$ cat src/rtl/mult_div_pkg.sv
// Shared types and constants for the iterative multiply/divide unit.
package mult_div_pkg;

  localparam int WIDTH = 32;
  localparam int ITER  = 32;
  localparam int CNT_W = $clog2(ITER);

  typedef enum logic [1:0] {
    OP_MULT  = 2'b00,
    OP_MULTU = 2'b01,
    OP_DIV   = 2'b10,
    OP_DIVU  = 2'b11
  } op_e;

  typedef enum logic [1:0] {
    IDLE = 2'd0,
    CALC = 2'd1,
    SIGN = 2'd2
  } state_e;

endpackage

$ cat src/rtl/mult_div_if.sv
// Operand/handshake/result bundle between the core pipeline and mult_div_unit.
interface mult_div_if #(
  parameter int WIDTH = 32
);

  logic             start;
  logic [1:0]       op;
  logic [WIDTH-1:0] operandA;
  logic [WIDTH-1:0] operandB;
  logic             mtWrite;
  logic             mtSel;
  logic [WIDTH-1:0] mtData;
  logic             ready;
  logic             done;
  logic             divByZero;
  logic [WIDTH-1:0] hi;
  logic [WIDTH-1:0] lo;

  modport master (
    output start, op, operandA, operandB, mtWrite, mtSel, mtData,
    input  ready, done, divByZero, hi, lo
  );

  modport slave (
    input  start, op, operandA, operandB, mtWrite, mtSel, mtData,
    output ready, done, divByZero, hi, lo
  );

endinterface

$ cat src/rtl/mult_div_core.sv
// 64-bit shift/accumulate datapath and iteration counter, one step per cycle.
// The restoring-divide step is only built when DIV_EN is defined.
module mult_div_core
  import mult_div_pkg::*;
(
  input  logic               clk,
  input  logic               rst,
  input  logic               load,
  input  logic               step,
`ifdef DIV_EN
  input  logic               div_mode,
`endif
  input  logic [WIDTH-1:0]   lo_init,
  input  logic [WIDTH-1:0]   addend,
  output logic [2*WIDTH-1:0] acc,
  output logic               last
);

  logic [2*WIDTH-1:0] acc_q, acc_d;
  logic [WIDTH-1:0]   addend_q, addend_d;
  logic [CNT_W-1:0]   cnt_q, cnt_d;
  logic [WIDTH:0]     mul_sum;
`ifdef DIV_EN
  logic [WIDTH:0]     trial;
`endif

  // Multiply: add multiplicand into the upper half, shift right with carry.
  assign mul_sum = {1'b0, acc_q[2*WIDTH-1:WIDTH]} + (acc_q[0] ? {1'b0, addend_q} : '0);
`ifdef DIV_EN
  // Divide: trial-subtract the divisor from {remainder, next dividend bit}.
  assign trial = {acc_q[2*WIDTH-1:WIDTH], acc_q[WIDTH-1]} - {1'b0, addend_q};
`endif

  always_comb begin
    acc_d    = acc_q;
    addend_d = addend_q;
    cnt_d    = cnt_q;
    if (load) begin
      acc_d    = {{WIDTH{1'b0}}, lo_init};
      addend_d = addend;
      cnt_d    = '0;
    end else if (step) begin
      cnt_d = cnt_q + CNT_W'(1);
`ifdef DIV_EN
      if (div_mode) begin
        if (!trial[WIDTH])
          acc_d = {trial[WIDTH-1:0], acc_q[WIDTH-2:0], 1'b1};
        else
          acc_d = {acc_q[2*WIDTH-2:0], 1'b0};
      end else begin
        acc_d = {mul_sum, acc_q[WIDTH-1:1]};
      end
`else
      acc_d = {mul_sum, acc_q[WIDTH-1:1]};
`endif
    end
  end

  always_ff @(posedge clk) begin
    if (rst) begin
      acc_q    <= '0;
      addend_q <= '0;
      cnt_q    <= '0;
    end else begin
      acc_q    <= acc_d;
      addend_q <= addend_d;
      cnt_q    <= cnt_d;
    end
  end

  assign acc  = acc_q;
  assign last = (cnt_q == CNT_W'(ITER - 1));

endmodule

$ cat src/rtl/mult_div_unit.sv
// Iterative multiply/divide unit with HI/LO registers and mthi/mtlo writes.
// Define DIV_EN to build the divider; otherwise divide ops complete at once.
module mult_div_unit #(
  parameter int WIDTH = 32
) (
  input logic       clk,
  input logic       rst,
  mult_div_if.slave bus
);
  import mult_div_pkg::*;

  // state | meaning
  // IDLE  | ready for start; mt writes only
  // CALC  | 32 datapath iterations in mult_div_core
  // SIGN  | sign correction, HI/LO write, done pulse

  state_e             state_q;
  logic               ready_q, done_q;
  logic               signed_q, sign_a_q, sign_b_q;
  logic [WIDTH-1:0]   hi_q, lo_q;
  logic [WIDTH-1:0]   res_hi, res_lo;
  logic [WIDTH-1:0]   a_mag, b_mag, lo_init, addend;
  logic [2*WIDTH-1:0] acc, prod;
  logic               accept, op_signed, op_div, core_last, neg;
`ifdef DIV_EN
  logic               div_q, dbz_q, b_zero_q;
  logic [WIDTH-1:0]   a_raw_q, quot, rem;
`endif

  assign op_signed = ~bus.op[0];
  assign op_div    = bus.op[1];
  assign accept    = (state_q == IDLE) && bus.start && ready_q;

  assign a_mag = (op_signed && bus.operandA[WIDTH-1]) ? -bus.operandA : bus.operandA;
  assign b_mag = (op_signed && bus.operandB[WIDTH-1]) ? -bus.operandB : bus.operandB;

`ifdef DIV_EN
  assign lo_init = op_div ? a_mag : b_mag;
  assign addend  = op_div ? b_mag : a_mag;
`else
  assign lo_init = b_mag;
  assign addend  = a_mag;
`endif

  mult_div_core u_core (
    .clk      (clk),
    .rst      (rst),
    .load     (accept),
    .step     (state_q == CALC),
`ifdef DIV_EN
    .div_mode (div_q),
`endif
    .lo_init  (lo_init),
    .addend   (addend),
    .acc      (acc),
    .last     (core_last)
  );

  assign neg  = signed_q & (sign_a_q ^ sign_b_q);
  assign prod = neg ? -acc : acc;
`ifdef DIV_EN
  assign quot = neg ? -acc[WIDTH-1:0] : acc[WIDTH-1:0];
  assign rem  = (signed_q && sign_a_q) ? -acc[2*WIDTH-1:WIDTH] : acc[2*WIDTH-1:WIDTH];
`endif

  always_comb begin
    res_hi = prod[2*WIDTH-1:WIDTH];
    res_lo = prod[WIDTH-1:0];
`ifdef DIV_EN
    if (div_q) begin
      if (b_zero_q) begin
        res_hi = a_raw_q;
        res_lo = '1;
      end else begin
        res_hi = rem;
        res_lo = quot;
      end
    end
`endif
  end

  always_ff @(posedge clk) begin
    if (rst) begin
      state_q  <= IDLE;
      ready_q  <= 1'b1;
      done_q   <= 1'b0;
      signed_q <= 1'b0;
      sign_a_q <= 1'b0;
      sign_b_q <= 1'b0;
      hi_q     <= '0;
      lo_q     <= '0;
`ifdef DIV_EN
      div_q    <= 1'b0;
      dbz_q    <= 1'b0;
      b_zero_q <= 1'b0;
      a_raw_q  <= '0;
`endif
    end else begin
      done_q <= 1'b0;
`ifdef DIV_EN
      dbz_q  <= 1'b0;
`endif
      if (bus.mtWrite) begin
        if (bus.mtSel) hi_q <= bus.mtData;
        else           lo_q <= bus.mtData;
      end
      case (state_q)
        IDLE: begin
          if (accept) begin
            signed_q <= op_signed;
            sign_a_q <= bus.operandA[WIDTH-1];
            sign_b_q <= bus.operandB[WIDTH-1];
`ifdef DIV_EN
            div_q    <= op_div;
            b_zero_q <= (bus.operandB == '0);
            a_raw_q  <= bus.operandA;
            state_q  <= CALC;
            ready_q  <= 1'b0;
`else
            if (op_div) begin
              done_q <= 1'b1;
            end else begin
              state_q <= CALC;
              ready_q <= 1'b0;
            end
`endif
          end
        end
        CALC: begin
          if (core_last) state_q <= SIGN;
        end
        SIGN: begin
          // Result write is last so it wins over a same-edge mt write.
          hi_q    <= res_hi;
          lo_q    <= res_lo;
          done_q  <= 1'b1;
`ifdef DIV_EN
          dbz_q   <= div_q & b_zero_q;
`endif
          state_q <= IDLE;
          ready_q <= 1'b1;
        end
        default: begin
          state_q <= IDLE;
          ready_q <= 1'b1;
        end
      endcase
    end
  end

  assign bus.ready = ready_q;
  assign bus.done  = done_q;
  assign bus.hi    = hi_q;
  assign bus.lo    = lo_q;
`ifdef DIV_EN
  assign bus.divByZero = dbz_q;
`else
  assign bus.divByZero = 1'b0;
`endif

endmodule
$ cat src/flat_wrapper.sv
// flat-port wrapper written by rule: the top's interface ports become plain ports
module mult_div_unit_flat import mult_div_pkg::*;
#(
  parameter int WIDTH = 32
)
  (clk, rst, bus_start, bus_op, bus_operandA, bus_operandB, bus_mtWrite, bus_mtSel, bus_mtData, bus_ready, bus_done, bus_divByZero, bus_hi, bus_lo);
  mult_div_if #(.WIDTH(WIDTH)) bus_i ();
  input logic clk;
  input logic rst;
  input wire logic [$bits(bus_i.start)-1:0] bus_start;
  input wire logic [$bits(bus_i.op)-1:0] bus_op;
  input wire logic [$bits(bus_i.operandA)-1:0] bus_operandA;
  input wire logic [$bits(bus_i.operandB)-1:0] bus_operandB;
  input wire logic [$bits(bus_i.mtWrite)-1:0] bus_mtWrite;
  input wire logic [$bits(bus_i.mtSel)-1:0] bus_mtSel;
  input wire logic [$bits(bus_i.mtData)-1:0] bus_mtData;
  output wire logic [$bits(bus_i.ready)-1:0] bus_ready;
  output wire logic [$bits(bus_i.done)-1:0] bus_done;
  output wire logic [$bits(bus_i.divByZero)-1:0] bus_divByZero;
  output wire logic [$bits(bus_i.hi)-1:0] bus_hi;
  output wire logic [$bits(bus_i.lo)-1:0] bus_lo;
  assign bus_i.start = bus_start;
  assign bus_i.op = bus_op;
  assign bus_i.operandA = bus_operandA;
  assign bus_i.operandB = bus_operandB;
  assign bus_i.mtWrite = bus_mtWrite;
  assign bus_i.mtSel = bus_mtSel;
  assign bus_i.mtData = bus_mtData;
  assign bus_ready = bus_i.ready;
  assign bus_done = bus_i.done;
  assign bus_divByZero = bus_i.divByZero;
  assign bus_hi = bus_i.hi;
  assign bus_lo = bus_i.lo;
  mult_div_unit #(.WIDTH(WIDTH)) u_core (.clk(clk), .rst(rst), .bus(bus_i));
endmodule
$ cat config.mk
export PLATFORM = sky130hd
export DESIGN_NAME = mult_div_unit_flat
export DESIGN_NICKNAME = d
export VERILOG_FILES = /design/src/rtl/mult_div_pkg.sv /design/src/rtl/mult_div_if.sv /design/src/rtl/mult_div_core.sv /design/src/rtl/mult_div_unit.sv /design/src/flat_wrapper.sv
export SDC_FILE = /design/constraint.sdc
export NUM_CORES = 1
export LEC_CHECK = 0
export CORE_MARGIN = 2
export CORE_UTILIZATION = 60
export CTS_BUF_LIST = sky130_fd_sc_hd__clkbuf_16
export DETAILED_ROUTE_END_ITERATION = 16
export GPL_ROUTABILITY_DRIVEN = 0
export GPL_TIMING_DRIVEN = 0
export PLACE_DENSITY_LB_ADDON = 0.05
export REMOVE_ABC_BUFFERS = 1
export SETUP_SLACK_MARGIN = 0.3
export SLEW_MARGIN = 40
export SYNTH_ARGS = -nofsm -noshare
export SYNTH_HDL_FRONTEND = slang
export SYNTH_HIERARCHICAL = 1
export SYNTH_SLANG_ARGS = --single-unit
$ cat constraint.sdc
create_clock -name clk -period 5.7 [get_ports clk]
set_input_delay 1.14 -clock clk [delete_from_list [all_inputs] [get_ports clk]]
set_output_delay 1.14 -clock clk [all_outputs]
set_load 0.005 [all_outputs]
==> Word-level counts from Yosys, hierarchy flattened <==
Cells that the tools add are included.
{ "totals": {"ff_bits": 172, "in_bits": 103, "out_inout_bits": 67, "word_cells": 64} }
{ "classes": {"addsub": 5, "n_eq_ne": 7, "mux": 22, "bitwise": 4, "n_reduce_logical": 14} }
{ "op_table": {"columns": ["operator", "n"], "rows": [
  ["two-way mux 32 bit", 11],
  ["two-way mux 64 bit", 1],
  ["negation 32 bit", 2],
  ["negation 64 bit", 1],
  ["adder 32 x 32 -> 33 bit", 1],
  ["two-way mux 2 bit", 3],
  ["!= test 2 x 1 -> 1 bit, second input constant", 3],
  ["AND reduction 2 bit", 3],
  ["AND reduction 3 bit", 2],
  ["nonzero test 2 bit", 3],
  ["adder 5 x 1 -> 5 bit, second input constant", 1],
  ["== test 5 bit, second input constant", 1],
  ["logical AND 1 bit", 4],
  ["two-way mux 1 bit", 4],
  ["one-hot mux 1 bit (2 select lines)", 2],
  ["one-hot mux 2 bit (2 select lines)", 1],
  ["== test 2 x 1 -> 1 bit, second input constant", 1],
  ["== test 2 bit, second input constant", 1],
  ["logical NOT 2 bit", 1],
  ["!= test 2 bit, second input constant", 1],
  ["NOT 1 bit", 2],
  ["OR reduction 2 bit", 1],
  ["AND 1 bit", 1],
  ["XOR 1 bit", 1]
]} }

==> Depth between registers and ports, before layout <==
{ "logic_depth": {"ltp_word": 5, "mapped_depth": 11, "ltp_nobuf": 10} }

==> Hierarchy <==
The synthesis kept the hierarchy.
{ "modules_own_cells": {"columns": ["module", "n_inst", "cells_each", "area_per_inst_um2", "seq_area_each_um2"], "rows": [
  ["mult_div_core", 1, 711, 5896.9, 2021.9],
  ["mult_div_unit", 1, 694, 5570.3, 1421.4]
]} }

==> Worst setup path before layout <==
Ideal clock, no wire load.
{ "synth_path": {"path_type": "input -> register", "from": "in bus_operandA[12]", "to": "reg u_core.u_core.addend_q[29]", "setup_time_ns": 0.128, "t_arrival_ns": 3.119, "required_time_ns": 5.572, "setup_slack_ns": 2.454, "cell_stages": 8, "path_buffers": 0, "path_cell_list": "or4_1 > nor4_1 > nand3_1 > or2_2 > o41ai_2 > xnor2_1 > mux2i_1 > nor2_1"} }
{ "synth_via": {"elab_chain_len": 2} }
{ "synth_lines": {"columns": ["element", "line_no", "rtl"], "rows": [
  ["start, declared", "flat_wrapper.sv:12", "input wire logic [$bits(bus_i.operandA)-1:0] bus_operandA;"],
  ["negation 32 bit", "mult_div_unit.sv:34", "assign a_mag = (op_signed && bus.operandA[WIDTH-1]) ? -bus.operandA : bus.operandA;"],
  ["two-way mux 32 bit", "mult_div_unit.sv:34", null],
  ["named net u_core.a_mag[29]", "mult_div_unit.sv:22", "logic [WIDTH-1:0] a_mag, b_mag, lo_init, addend;"],
  ["end signal, assigned", "mult_div_core.sv:66", "addend_q <= addend_d;"],
  ["end, declared", "mult_div_core.sv:20", "logic [WIDTH-1:0] addend_q, addend_d;"]
]} }
The timed path passes the listed nets, and every way through them passes these cells.
A chain may end at the register's enable or synchronous reset.

==> Worst setup path in the final report <==
{ "layout_path": {"from": "in bus_operandA[10]", "to": "reg u_core.u_core.addend_q[29]"} }
Same word-level chain as after synthesis.

==> impl_metrics.toml <==
[route]
drt-vias-per-instance = 6.14
vias = 10898
dr.pass1.iters = 5
wl_per_cell_um = 18.0
ant_nets = 0
drt_iter0_markers = 913
drc = 0
drt-total-wl_mm = 31.9

[sta]
rsz0062_at_grt = "false"
layout_min_cycle_time_ns = 3.66
clock.fmax_mhz = 273
finalSetupViolations = 0
hold_viol = 0
worst_slew_pin_slew_ns = 0.817
slew_headroom_pct = 45.6
tns_ns = 0
drv_slew = 0
fin_crit_sh_pct = 64.3
fin_worst_skew_ns = 0.0132

[clock_tree]
cts_buffers = 17
cts_root_buffer = "clkbuf_16"
cts_setup_buffers = 0
cts_tree = "built"
clock_latency_ns = 0.44
hold_buffers = 0
path_clk_slew_ns = 0.07
htree_levels = 4
ctsResizeCount = 0
cts_sinks = 172
clock_path_buffers = 2

[pwr]
leakagePower_nw = 5.44
finalPower_mw = 3.10
ir_worst_vdd_v = 0.000223
p_per_area_nw_per_um2 = 221

[global_route]
overflow = 0
grt_pass1_wl_mm = 51.1
antenna_found_initial = 0
grt_usage_pct = 31.2
grt_max_degree = 68
first_global_vias = 10277

[placement]
place_area_um2 = 13400
io_buffers = 168
dp_hpwl_mm = 23.7

[setup_path]
worstPathMaxFanout = 5
path_class = "in -> reg"
worstPathCellList = "clkdlybuf4s50_1 > or4_1 > nor4_1 > nand3_1 > or2_2 > o41ai_2 > xnor2_1 > mux2i_1 > nor2_1"
rr_worst_depth = 10
end_kind = "flip-flop"
slowest_delay_ns = 0.58
start_kind = "input port"
required_ns = 6.02
cpMaxStageDelayCell = "or4_1"
crit_family = "simple AND/OR/NAND/NOR gates"
cp.arrival_ns = 3.98
rrSetupSlack_ns = 2.48
r2r_end = "u_core/u_core/acc[61]"
r2r-start = "u_core/u_core/acc[0]"
path_buf_inv = 1

[hold_path]
min_path_cells = 2
min_to = "u_core/u_core/addend_q[14]"
holdCritStartpoint = "u_core/u_core/addend_q[14]"
holdCritPathClass = "reg -> reg"

[floorplanning]
num_rows = 50
start_util_pct = 61.3
io_pins = 170
die-area_um2 = 20200
die_x_um = 142
core-area_um2 = 18700
chipHeight_um = 142

[yosys]
yosysTopAreaCell = "dfxtp_1"
synth.top_cell.area_share_pct = 30.0
yosysSeqAreaShare_pct = 30.0
yosys_warnings = 6
synth_common_cells = "nor2_1, dfxtp_1, mux2i_1"
synth_edf_count = 0
ys.flop_type = "dfxtp_1"
synth_cells = 1405
synth_cell_types = 71
synth.area.top_cells = "dfxtp_1, mux2i_1, xnor2_1"
syn_area_per_cell_um2 = 8.16
synth_area_um2 = 11500
synth-seq-cells = 172
yosysMostFrequentCell = "nor2_1"
async_flop_share_pct = 0

[cells_and_area]
drive_above_1_share_pct = 5.78
utilization_pct = 74.9
fin_nets = 1670
area_growth_pct = 22.2
num_antenna_cells = 0
design_area_um2 = 14000

[run]
cap_violations = 0

[run_status]
status = "completed"
## worst max path at each step
stage	startpoint	end	cells after the start
after floorplan	bus_start	u_core/u_core/acc[62]	6
after global placement	bus_start	u_core/u_core/acc[62]	7
after detailed placement	bus_operandA[10]	u_core/u_core/addend_q[29]	9
after CTS	bus_operandA[10]	u_core/u_core/addend_q[29]	9
after global routing	bus_operandA[10]	u_core/u_core/addend_q[31]	9
final	bus_operandA[10]	u_core/u_core/addend_q[29]	9
## cell usage in the layout (no fill, tap or decap), drive strengths merged, types with 21 or more instances in the layout
| master | n |
|---|---|
| nor2 | 190 |
| dfxtp | 172 |
| clkdlybuf4s50 | 167 |
| mux2i | 129 |
| a21oi | 104 |
| xnor2 | 98 |
| nand2 | 69 |
| o21ai | 48 |
| a211oi | 46 |
| xor2 | 44 |
| and2 | 40 |
| ha | 37 |
| o22ai | 34 |
| nor3 | 33 |
| inv | 26 |
| buf | 23 |
| nor4 | 22 |
| nand4 | 21 |
## metal layers
| metal | global-route usage, % | wire, um | up-vias |
|---|---|---|---|
| li1 | - | - | 5353 |
| met1 | 39.7 | 14000 | 5087 |
| met2 | 53.8 | 15200 | 394 |
| met3 | 3.60 | 1720 | 64 |
| met4 | 12.8 | 986 | 0 |
| met5 | 0 | 0 | - |
## layout make-up
type	instances	area, um^2
clock buffer	17	425
clock inverter	14	131
fill	1472	4690
inverter	25	93.8
multi-input combinational	1123	7670
sequential	172	3440
tap	234	293
timing repair buffer	190	1950
## logic make-up after synthesis
group	share of synthesized area, %
AO/OA/AOI/OAI	20.0
adder cells (fa/ha/maj)	4.21
multiplexers	11.4
flip-flops	30.0
buffers and inverters	3.70
XOR/XNOR	10.8
other	0.0327
AND/OR/NAND/NOR	19.8
## power breakdown
group / internal (mW) / total, mW / switching, mW
Combinational: 0.309 / 0.645 / 0.335
Sequential: 1.27 / 1.33 / 0.0654
Clock: 0.635 / 1.12 / 0.488
## metrics by stage
stage	instances	hold slack [ns]	setup slack, ns
floorplan	1320	0.452	-3.99
global placement	1722	0.463	-8.46
detailed placement	1744	0.474	1.61
CTS	1775	0.489	2.06
global route	1775	0.511	1.89
finish	1775	0.484	2.04
## sequential cells by signal (all words and copies together), names as in the netlist
register / cells
u_core/u_core/acc: 64
u_core/bus.ready: 1
u_core/bus.done: 1
u_core/state_q: 2
u_core/signed_q: 1
u_core/u_core/cnt_q: 5
u_core/bus.hi: 32
u_core/sign_b_q: 1
u_core/u_core/addend_q: 32
u_core/sign_a_q: 1
u_core/bus.lo: 32
## worst min-delay path: cells and delay by family, from the launching register on
kind	cells	cell delay (ns)
multiplexers	1	0.06
AND/OR/NAND/NOR	1	0.07
flip-flops	1	0.32
(Power assumes the default switching activity.)
